`config.mk`:
```
export PLATFORM = sky130hd
export DESIGN_NAME = cnn_loop_counter_flat
export DESIGN_NICKNAME = d
export VERILOG_FILES = /design/src/rtl/cnn_loop_counter_if.sv /design/src/rtl/cnn_loop_counter.sv /design/src/flat_wrapper.sv
export SDC_FILE = /design/constraint.sdc
export NUM_CORES = 1
export LEC_CHECK = 0
export BUFFER_PORTS_ARGS = -buffer_cell sky130_fd_sc_hd__buf_2
export CORE_ASPECT_RATIO = 1.2
export CORE_UTILIZATION = 45
export CTS_CLUSTER_SIZE = 28
export DETAILED_ROUTE_END_ITERATION = 7
export PLACE_DENSITY = 0.71
export SETUP_SLACK_MARGIN = 0.4
export SLEW_MARGIN = 20
export SYNTH_ARGS = -nofsm -noshare
export SYNTH_HDL_FRONTEND = slang
export SYNTH_SLANG_ARGS = --single-unit
```
`constraint.sdc`:
```
create_clock -name clk -period 2.7 [get_ports clk]
set_clock_uncertainty 0.1 [all_clocks]
set_input_delay 0.81 -clock clk [delete_from_list [all_inputs] [get_ports clk]]
set_output_delay 0.81 -clock clk [all_outputs]
set_load 0.05 [all_outputs]
```
`src/rtl/cnn_loop_counter_if.sv`:
```
// Handshake and coordinate bus between the CNN layer FSM (master) and the
// nested loop counter (slave).
interface cnn_loop_counter_if #(
    parameter int CNT_W = 16,
    parameter int IDX_W = 32
);
    logic             start;
    logic             clear;
    logic             keep;
    logic [CNT_W-1:0] col_max;
    logic [CNT_W-1:0] row_max;
    logic [CNT_W-1:0] ch_max;
    logic [CNT_W-1:0] col;
    logic [CNT_W-1:0] row;
    logic [CNT_W-1:0] ch;
    logic [IDX_W-1:0] idx;
    logic             busy;
    logic             valid;
    logic             last;
    logic             done;

    modport master (
        output start, clear, keep, col_max, row_max, ch_max,
        input  col, row, ch, idx, busy, valid, last, done
    );

    modport slave (
        input  start, clear, keep, col_max, row_max, ch_max,
        output col, row, ch, idx, busy, valid, last, done
    );
endinterface

```
`src/rtl/cnn_loop_counter.sv`:
```
// Three-level (column, row, channel) sweep counter with a flat linear index,
// start/done control, stall via keep and synchronous abort via clear.
module cnn_loop_counter #(
    parameter int CNT_W = 16,
    parameter int IDX_W = 32
) (
    input  logic                 clk,
    input  logic                 rst,
    cnn_loop_counter_if.slave    bus
);
    typedef enum logic [1:0] {IDLE, RUN, DONE} state_t;

    localparam logic [CNT_W-1:0] CNT_ONE = {{(CNT_W-1){1'b0}}, 1'b1};
    localparam logic [IDX_W-1:0] IDX_ONE = {{(IDX_W-1){1'b0}}, 1'b1};

    state_t           state;
    logic [CNT_W-1:0] col_r, row_r, ch_r;
    logic [CNT_W-1:0] col_max_r, row_max_r, ch_max_r;
    logic [IDX_W-1:0] idx_r;
    logic             busy_r, done_r;
    logic             at_last;

    assign at_last   = busy_r && (col_r == col_max_r) && (row_r == row_max_r) && (ch_r == ch_max_r);

    assign bus.col   = col_r;
    assign bus.row   = row_r;
    assign bus.ch    = ch_r;
    assign bus.idx   = idx_r;
    assign bus.busy  = busy_r;
    assign bus.done  = done_r;
    assign bus.last  = at_last;
    assign bus.valid = busy_r & ~bus.keep & ~bus.clear;

    always_ff @(posedge clk or negedge rst) begin
        if (!rst) begin
            state     <= IDLE;
            col_r     <= '0;
            row_r     <= '0;
            ch_r      <= '0;
            idx_r     <= '0;
            col_max_r <= '0;
            row_max_r <= '0;
            ch_max_r  <= '0;
            busy_r    <= 1'b0;
            done_r    <= 1'b0;
        end else if (bus.clear) begin
            state  <= IDLE;
            col_r  <= '0;
            row_r  <= '0;
            ch_r   <= '0;
            idx_r  <= '0;
            busy_r <= 1'b0;
            done_r <= 1'b0;
        end else begin
            case (state)
                IDLE, DONE: begin
                    done_r <= 1'b0;
                    if (bus.start) begin
                        col_max_r <= bus.col_max;
                        row_max_r <= bus.row_max;
                        ch_max_r  <= bus.ch_max;
                        col_r     <= '0;
                        row_r     <= '0;
                        ch_r      <= '0;
                        idx_r     <= '0;
                        busy_r    <= 1'b1;
                        state     <= RUN;
                    end else begin
                        busy_r <= 1'b0;
                        state  <= IDLE;
                    end
                end
                RUN: begin
                    if (!bus.keep) begin
                        if (at_last) begin
                            col_r  <= '0;
                            row_r  <= '0;
                            ch_r   <= '0;
                            idx_r  <= '0;
                            busy_r <= 1'b0;
                            done_r <= 1'b1;
                            state  <= DONE;
                        end else begin
                            idx_r <= idx_r + IDX_ONE;
                            // Innermost level wraps first; carry ripples outward.
                            if (col_r == col_max_r) begin
                                col_r <= '0;
                                if (row_r == row_max_r) begin
                                    row_r <= '0;
                                    ch_r  <= ch_r + CNT_ONE;
                                end else begin
                                    row_r <= row_r + CNT_ONE;
                                end
                            end else begin
                                col_r <= col_r + CNT_ONE;
                            end
                        end
                    end
                end
                default: begin
                    state  <= IDLE;
                    busy_r <= 1'b0;
                    done_r <= 1'b0;
                end
            endcase
        end
    end
endmodule

```
`src/flat_wrapper.sv`:
```
// flat-port wrapper written by rule: the top's interface ports become plain ports
module cnn_loop_counter_flat 
#(
    parameter int CNT_W = 16,
    parameter int IDX_W = 32
)
  (clk, rst, bus_start, bus_clear, bus_keep, bus_col_max, bus_row_max, bus_ch_max, bus_col, bus_row, bus_ch, bus_idx, bus_busy, bus_valid, bus_last, bus_done);
  cnn_loop_counter_if #(.CNT_W(CNT_W), .IDX_W(IDX_W)) bus_i ();
  input  logic clk;
  input  logic rst;
  input wire logic [$bits(bus_i.start)-1:0] bus_start;
  input wire logic [$bits(bus_i.clear)-1:0] bus_clear;
  input wire logic [$bits(bus_i.keep)-1:0] bus_keep;
  input wire logic [$bits(bus_i.col_max)-1:0] bus_col_max;
  input wire logic [$bits(bus_i.row_max)-1:0] bus_row_max;
  input wire logic [$bits(bus_i.ch_max)-1:0] bus_ch_max;
  output wire logic [$bits(bus_i.col)-1:0] bus_col;
  output wire logic [$bits(bus_i.row)-1:0] bus_row;
  output wire logic [$bits(bus_i.ch)-1:0] bus_ch;
  output wire logic [$bits(bus_i.idx)-1:0] bus_idx;
  output wire logic [$bits(bus_i.busy)-1:0] bus_busy;
  output wire logic [$bits(bus_i.valid)-1:0] bus_valid;
  output wire logic [$bits(bus_i.last)-1:0] bus_last;
  output wire logic [$bits(bus_i.done)-1:0] bus_done;
  assign bus_i.start = bus_start;
  assign bus_i.clear = bus_clear;
  assign bus_i.keep = bus_keep;
  assign bus_i.col_max = bus_col_max;
  assign bus_i.row_max = bus_row_max;
  assign bus_i.ch_max = bus_ch_max;
  assign bus_col = bus_i.col;
  assign bus_row = bus_i.row;
  assign bus_ch = bus_i.ch;
  assign bus_idx = bus_i.idx;
  assign bus_busy = bus_i.busy;
  assign bus_valid = bus_i.valid;
  assign bus_last = bus_i.last;
  assign bus_done = bus_i.done;
  cnn_loop_counter #(.CNT_W(CNT_W), .IDX_W(IDX_W)) u_core (.clk(clk), .rst(rst), .bus(bus_i));
endmodule
```
# ---- Word-level counts from Yosys, hierarchy flattened
# Cells that the tools add are included.
dict set report classes {
  bitwise_logic 4
  n_mux 37
  n_eq_ne 10
  n_addsub 4
  n_reduce_logical 11
}
# cell count
set op_table {}
lappend op_table {{$mux 16} 15}
lappend op_table {{$mux 32} 4}
lappend op_table {{$pmux 16 s2} 3}
lappend op_table {{$pmux 32 s2} 1}
lappend op_table {{$add 16x1->16 const B} 3}
lappend op_table {{$eq 16x16->1} 3}
lappend op_table {{$add 32x1->32 const B} 1}
lappend op_table {{$mux 1} 9}
lappend op_table {{$ne 3x3->1 const B} 3}
lappend op_table {{$ne 4x3->1 const B} 2}
lappend op_table {{$mux 2} 3}
lappend op_table {{$reduce_and 3->1} 2}
lappend op_table {{$reduce_and 5->1} 1}
lappend op_table {{$pmux 2 s2} 1}
lappend op_table {{$reduce_and 4->1} 1}
lappend op_table {{$logic_and 1x1->1} 3}
lappend op_table {{$reduce_bool 3->1} 1}
lappend op_table {{$and 1x1->1} 2}
lappend op_table {{$eq 2x1->1 const B} 1}
lappend op_table {{$eq 2x2->1 const B} 1}
lappend op_table {{$logic_not 2->1} 1}
lappend op_table {{$not 1->1} 2}
lappend op_table {{$pmux 1 s2} 1}
lappend op_table {{$reduce_and 2->1} 1}
lappend op_table {{$reduce_or 2->1} 1}
dict set report totals {
  register_bits 132
  elab_cells 76
}

# ---- Depth between registers and ports, before layout
dict set report depth {
  word_depth 8
  mapped_depth 8
  depth_no_buf 7
}

# ---- Worst setup path before layout
# OpenSTA, ideal clock, no wires.
dict set report synth_path {
  kind {reg-to-output}
  from {register u_core.col_r[6] (netlist: u_core.bus.col[6])}
  to {output port bus_last}
  path_slack_ps -637
  arrival_ps 2427
  path_stages_with_launch 6
  cell_sequence {dfrtp_1 xnor2_1 nand4_1 nor4_4 and2_1 nor2b_1}
}
dict set report synth_between {
  elab_chain_cells 4
}
# item line_no
set synth_lines {}
lappend synth_lines {{start, declared} cnn_loop_counter.sv:17} ;# logic [CNT_W-1:0] col_r, row_r, ch_r;
lappend synth_lines {{start signal, assigned} cnn_loop_counter.sv:95} ;# col_r <= col_r + CNT_ONE;
lappend synth_lines {{$eq 16x16->1} cnn_loop_counter.sv:23} ;# assign at_last = busy_r && (col_r == col_max_r) && (row_r == row_max_r) && (ch_r == ch_max_r);
lappend synth_lines {{$logic_and 1x1->1 (3 in series)} cnn_loop_counter.sv:23}
lappend synth_lines {{end, declared} flat_wrapper.sv:23} ;# output wire logic [$bits(bus_i.last)-1:0] bus_last;
# No other way between the ends.

# ---- Worst setup path in the final report
dict set report layout_path {
  from {register u_core.row_max_r[10]}
  to {output port bus_last}
}
dict set report layout_between {
  elab_chain_cells 3
}
# item line_no
set layout_lines {}
lappend layout_lines {{start, declared} cnn_loop_counter.sv:18} ;# logic [CNT_W-1:0] col_max_r, row_max_r, ch_max_r;
lappend layout_lines {{start signal, assigned} cnn_loop_counter.sv:60} ;# row_max_r <= bus.row_max;
lappend layout_lines {{$eq 16x16->1} cnn_loop_counter.sv:23}
lappend layout_lines {{$logic_and 1x1->1 (2 in series)} cnn_loop_counter.sv:23}
# No other way between the ends.

==> impl_metrics.tcl <==
set metrics [dict create \
    yosysTopAreaCellShare 0.4817 \
    synth_warnings 0 \
    relSlewSlack 0.6589 \
    totalWireLength_um 21690 \
    rsz0062_at_grt "true" \
    grt.met3_usage 0.05314 \
    die_h_um 136.7 \
    globalplace.congestion 0.8756 \
    p_clk_frac 0.417 \
    synth_seq_cells 131 \
    clkSlewWorstSetupHoldPaths_ps 60 \
    antenna_found_initial 0 \
    cts_tree "built" \
    wl_per_cell_um 19.30 \
    slowest_stage "dfrtp_1" \
    total_power_mw 5.602 \
    dp_hpwl_um 13300 \
    nFillCells 1069 \
    violations "negative setup slack" \
    syn_nets 732 \
    port_buffers 136 \
    leakagePower_nw 4.262 \
    worst_ep_required_time_ps 1790 \
    synthTopCellsByArea "dfrtp_1, mux2_2, xnor2_1, nand3_1, nand2_1" \
    status "finished with violations" \
    syn_inst 675 \
    cp_cell_sequence "xnor2_1, nand4_1, nor4_4, and2_4, nor2b_4, buf_8" \
    via_per_inst 5.834 \
    rows 48 \
    post-synth-top-count-cell "dfrtp_1" \
    reg2reg_slack_ps -260 \
    hold_viol 0 \
    hold_path.class "in -> async" \
    cts_buffers 17 \
    ys_types 51 \
    holdBufCountCts 0 \
    fin_util 0.6966 \
    antenna_cells 0 \
    synth_common_cells "dfrtp_1, xnor2_1, nand2_1" \
    drc 0 \
    rr_endpoint "u_core.bus.ch[5]$_DFFE_PN0P_" \
    clk_latency_ps 440 \
    grt_busiest_layer "met2" \
    avgSynthCellArea_um2 10.08 \
    timing.fmax_mhz 327.1 \
    combPwrFrac 0.177 \
    critPathMaxStageDelay_ps 390 \
    worstSetupPathType "reg -> out" \
    seqPwrFrac 0.406 \
    crit_arrival_ps 2150 \
    core_um2 14590 \
    clockBufferDepth 2 \
    slew_violations 0 \
    use_met2 0.4380 \
    finalWorstPathRequiredPeriod_ps 3057 \
    grt_pass1_vias 6244 \
    ant_nets 0 \
    h-tree-depth 4 \
    syn_area_um2 6805 \
    setup_violations 6 \
    instances_no_fill 1124 \
    numClockSinks 131 \
    placed_cells 1048 \
    r2r_start "u_core.ch_max_r[14]$_DFFE_PN0P_" \
    cp-end-kind "output port" \
    layout_worst_path_cycle_share 1.132 \
    num-nets-final 968 \
    crit_fanout 2 \
    area_growth_pct 49.38 \
    grt_pass1_wl_um 30950 \
    p_sw_mw 1.485 \
    r2r_cells 17 \
    grt_max_degree 54 \
    drt_first_pass_iters 6 \
    synth_edf_count 0 \
    synthArstFlopShare 1.000 \
    synth_ff_type "dfrtp_1" \
    critPathLaunchType "flop" \
    ir_drop_uv 443.8 \
    grt_overflow 0 \
    track_usage 0.2578 \
    use_met1 0.3165 \
    ioPinCount 137 \
    intPower_mw 4.116 \
    die-area_um2 15620 \
    cts_root_buf "clkbuf_16" \
    ys_seq_area_frac 0.4817 \
    dieWidth_um 114.3 \
    swShare 0.2652 \
    setup_ws_ps -357.2 \
    max_slew.worst_pin.slew_ps 507.5 \
    routed-via-count 6557 \
    drtIter0Drc 438 \
    initial_core_util 0.4663 \
    max_cap_violations 0 \
    synth_top_area_cell "dfrtp_1" \
    drive_gt1_frac 0.5281 \
    cellPowerDensity_nw_per_um2 551.0 \
]
[stage by stage]
| stage | hold slack [ps] | setup TNS, ps | worst slack (ps) | instance area (µm²) |
|---|---|---|---|---|
| floorplan | 402.2 | -42.94 | -42.94 | 7066 |
| global placement | 411.9 | 0 | 12.84 | 8396 |
| detailed placement | 417.1 | 0 | 7.287 | 8396 |
| CTS | 198.6 | -1487 | -323.3 | 9185 |
| global route | 209.6 | -1535 | -436.1 | 10170 |
| finish | 190.9 | -1220 | -357.2 | 10170 |
[state kept, by name, summed over array words and instances, names as in the netlist]
signal	count
u_core.bus.col	16
u_core.bus.idx	32
u_core.bus.ch	16
u_core.row_max_r	16
u_core.bus.row	16
u_core.ch_max_r	16
u_core.state	2
u_core.bus.busy	1
u_core.col_max_r	16
[repair_timing]
item / 4_1_cts / 5_1_grt
pin swaps: 10 / 61
resized for setup: 17 / 181
buffers inserted: 15 / 19
gates cloned: 0 / 10
endpoints found under the hold margin: 0 / 0
setup endpoints to repair: 57 / 73
[cell families after synthesis]
logic type | count (synthesis) | synth area share
AND/OR/NAND/NOR | 255 | 0.1956
XOR/XNOR | 75 | 0.09653
multiplexers | 52 | 0.08549
AO/OA/AOI/OAI | 110 | 0.1059
adder cells (fa/ha/maj) | 4 | 0.007355
flip-flops | 131 | 0.4817
buffers and inverters | 48 | 0.02739
[critical path, delay by kind of cell (launching register included)]
| kind | cells | cell delay, ps |
|---|---|---|
| and+or+nand+nor | 4 | 920 |
| DFF | 1 | 390 |
| xor gates and xnor gates | 1 | 250 |
| buffers and inverters | 1 | 160 |
[worst max-delay path by stage]
stage / startpoint / end / slack (ps) / cells past startpoint
2_1_floorplan: u_core.bus.col[1]$_DFFE_PN0P_ / bus_last / -40 / 5
3_3_place_gp: u_core.bus.col[2]$_DFFE_PN0P_ / bus_last / 10 / 6
3_5_place_dp: u_core.ch_max_r[11]$_DFFE_PN0P_ / bus_last / 7 / 7
4_1_cts: u_core.bus.ch[14]$_DFFE_PN0P_ / bus_last / -320 / 7
5_1_grt: u_core.row_max_r[10]$_DFFE_PN0P_ / bus_last / -440 / 6
6_report: u_core.row_max_r[10]$_DFFE_PN0P_ / bus_last / -360 / 6
[final cells by class]
cell class	count	area [µm²]	area share
clock buffers	28	516.7	0.05083
clock inverters	4	72.57	0.007138
inverters	19	71.32	0.007015
multi-input cells	497	4134	0.4066
flip-flops and latches	131	3334	0.3280
well taps	200	250.2	0.02462
repair buffers	245	1787	0.1758
[placed cells by master (no fill, tap or decap), types with 20 or more instances in the layout]
cell / n
nand4_1: 25
nor2_1: 24
buf_6: 24
dfrtp_2: 45
dfrtp_1: 86
buf_4: 74
clkbuf_16: 20
nand2_1: 51
buf_2: 131
nand3_1: 33
xnor2_1: 51
mux2_2: 48
nor2_4: 26
[power by group through the flow]
stage	Sequential (mW)	Combinational, mW	Clock (mW)
2_1_floorplan	2.29	0.470	0
3_3_place_gp	2.28	0.703	0
5_1_grt	2.29	1.05	2.43
3_5_place_dp	2.30	0.725	0
4_1_cts	2.27	0.778	2.34
6_report	2.28	0.992	2.33
[layer usage]
metal / share of wire / vias to the layer above
li1: - / 2924
met1: 0.39 / 3243
met2: 0.52 / 318
met3: 0.062 / 72
met4: 0.031 / 0
met5: 0 / -
Power figures use the tool's default switching activity.
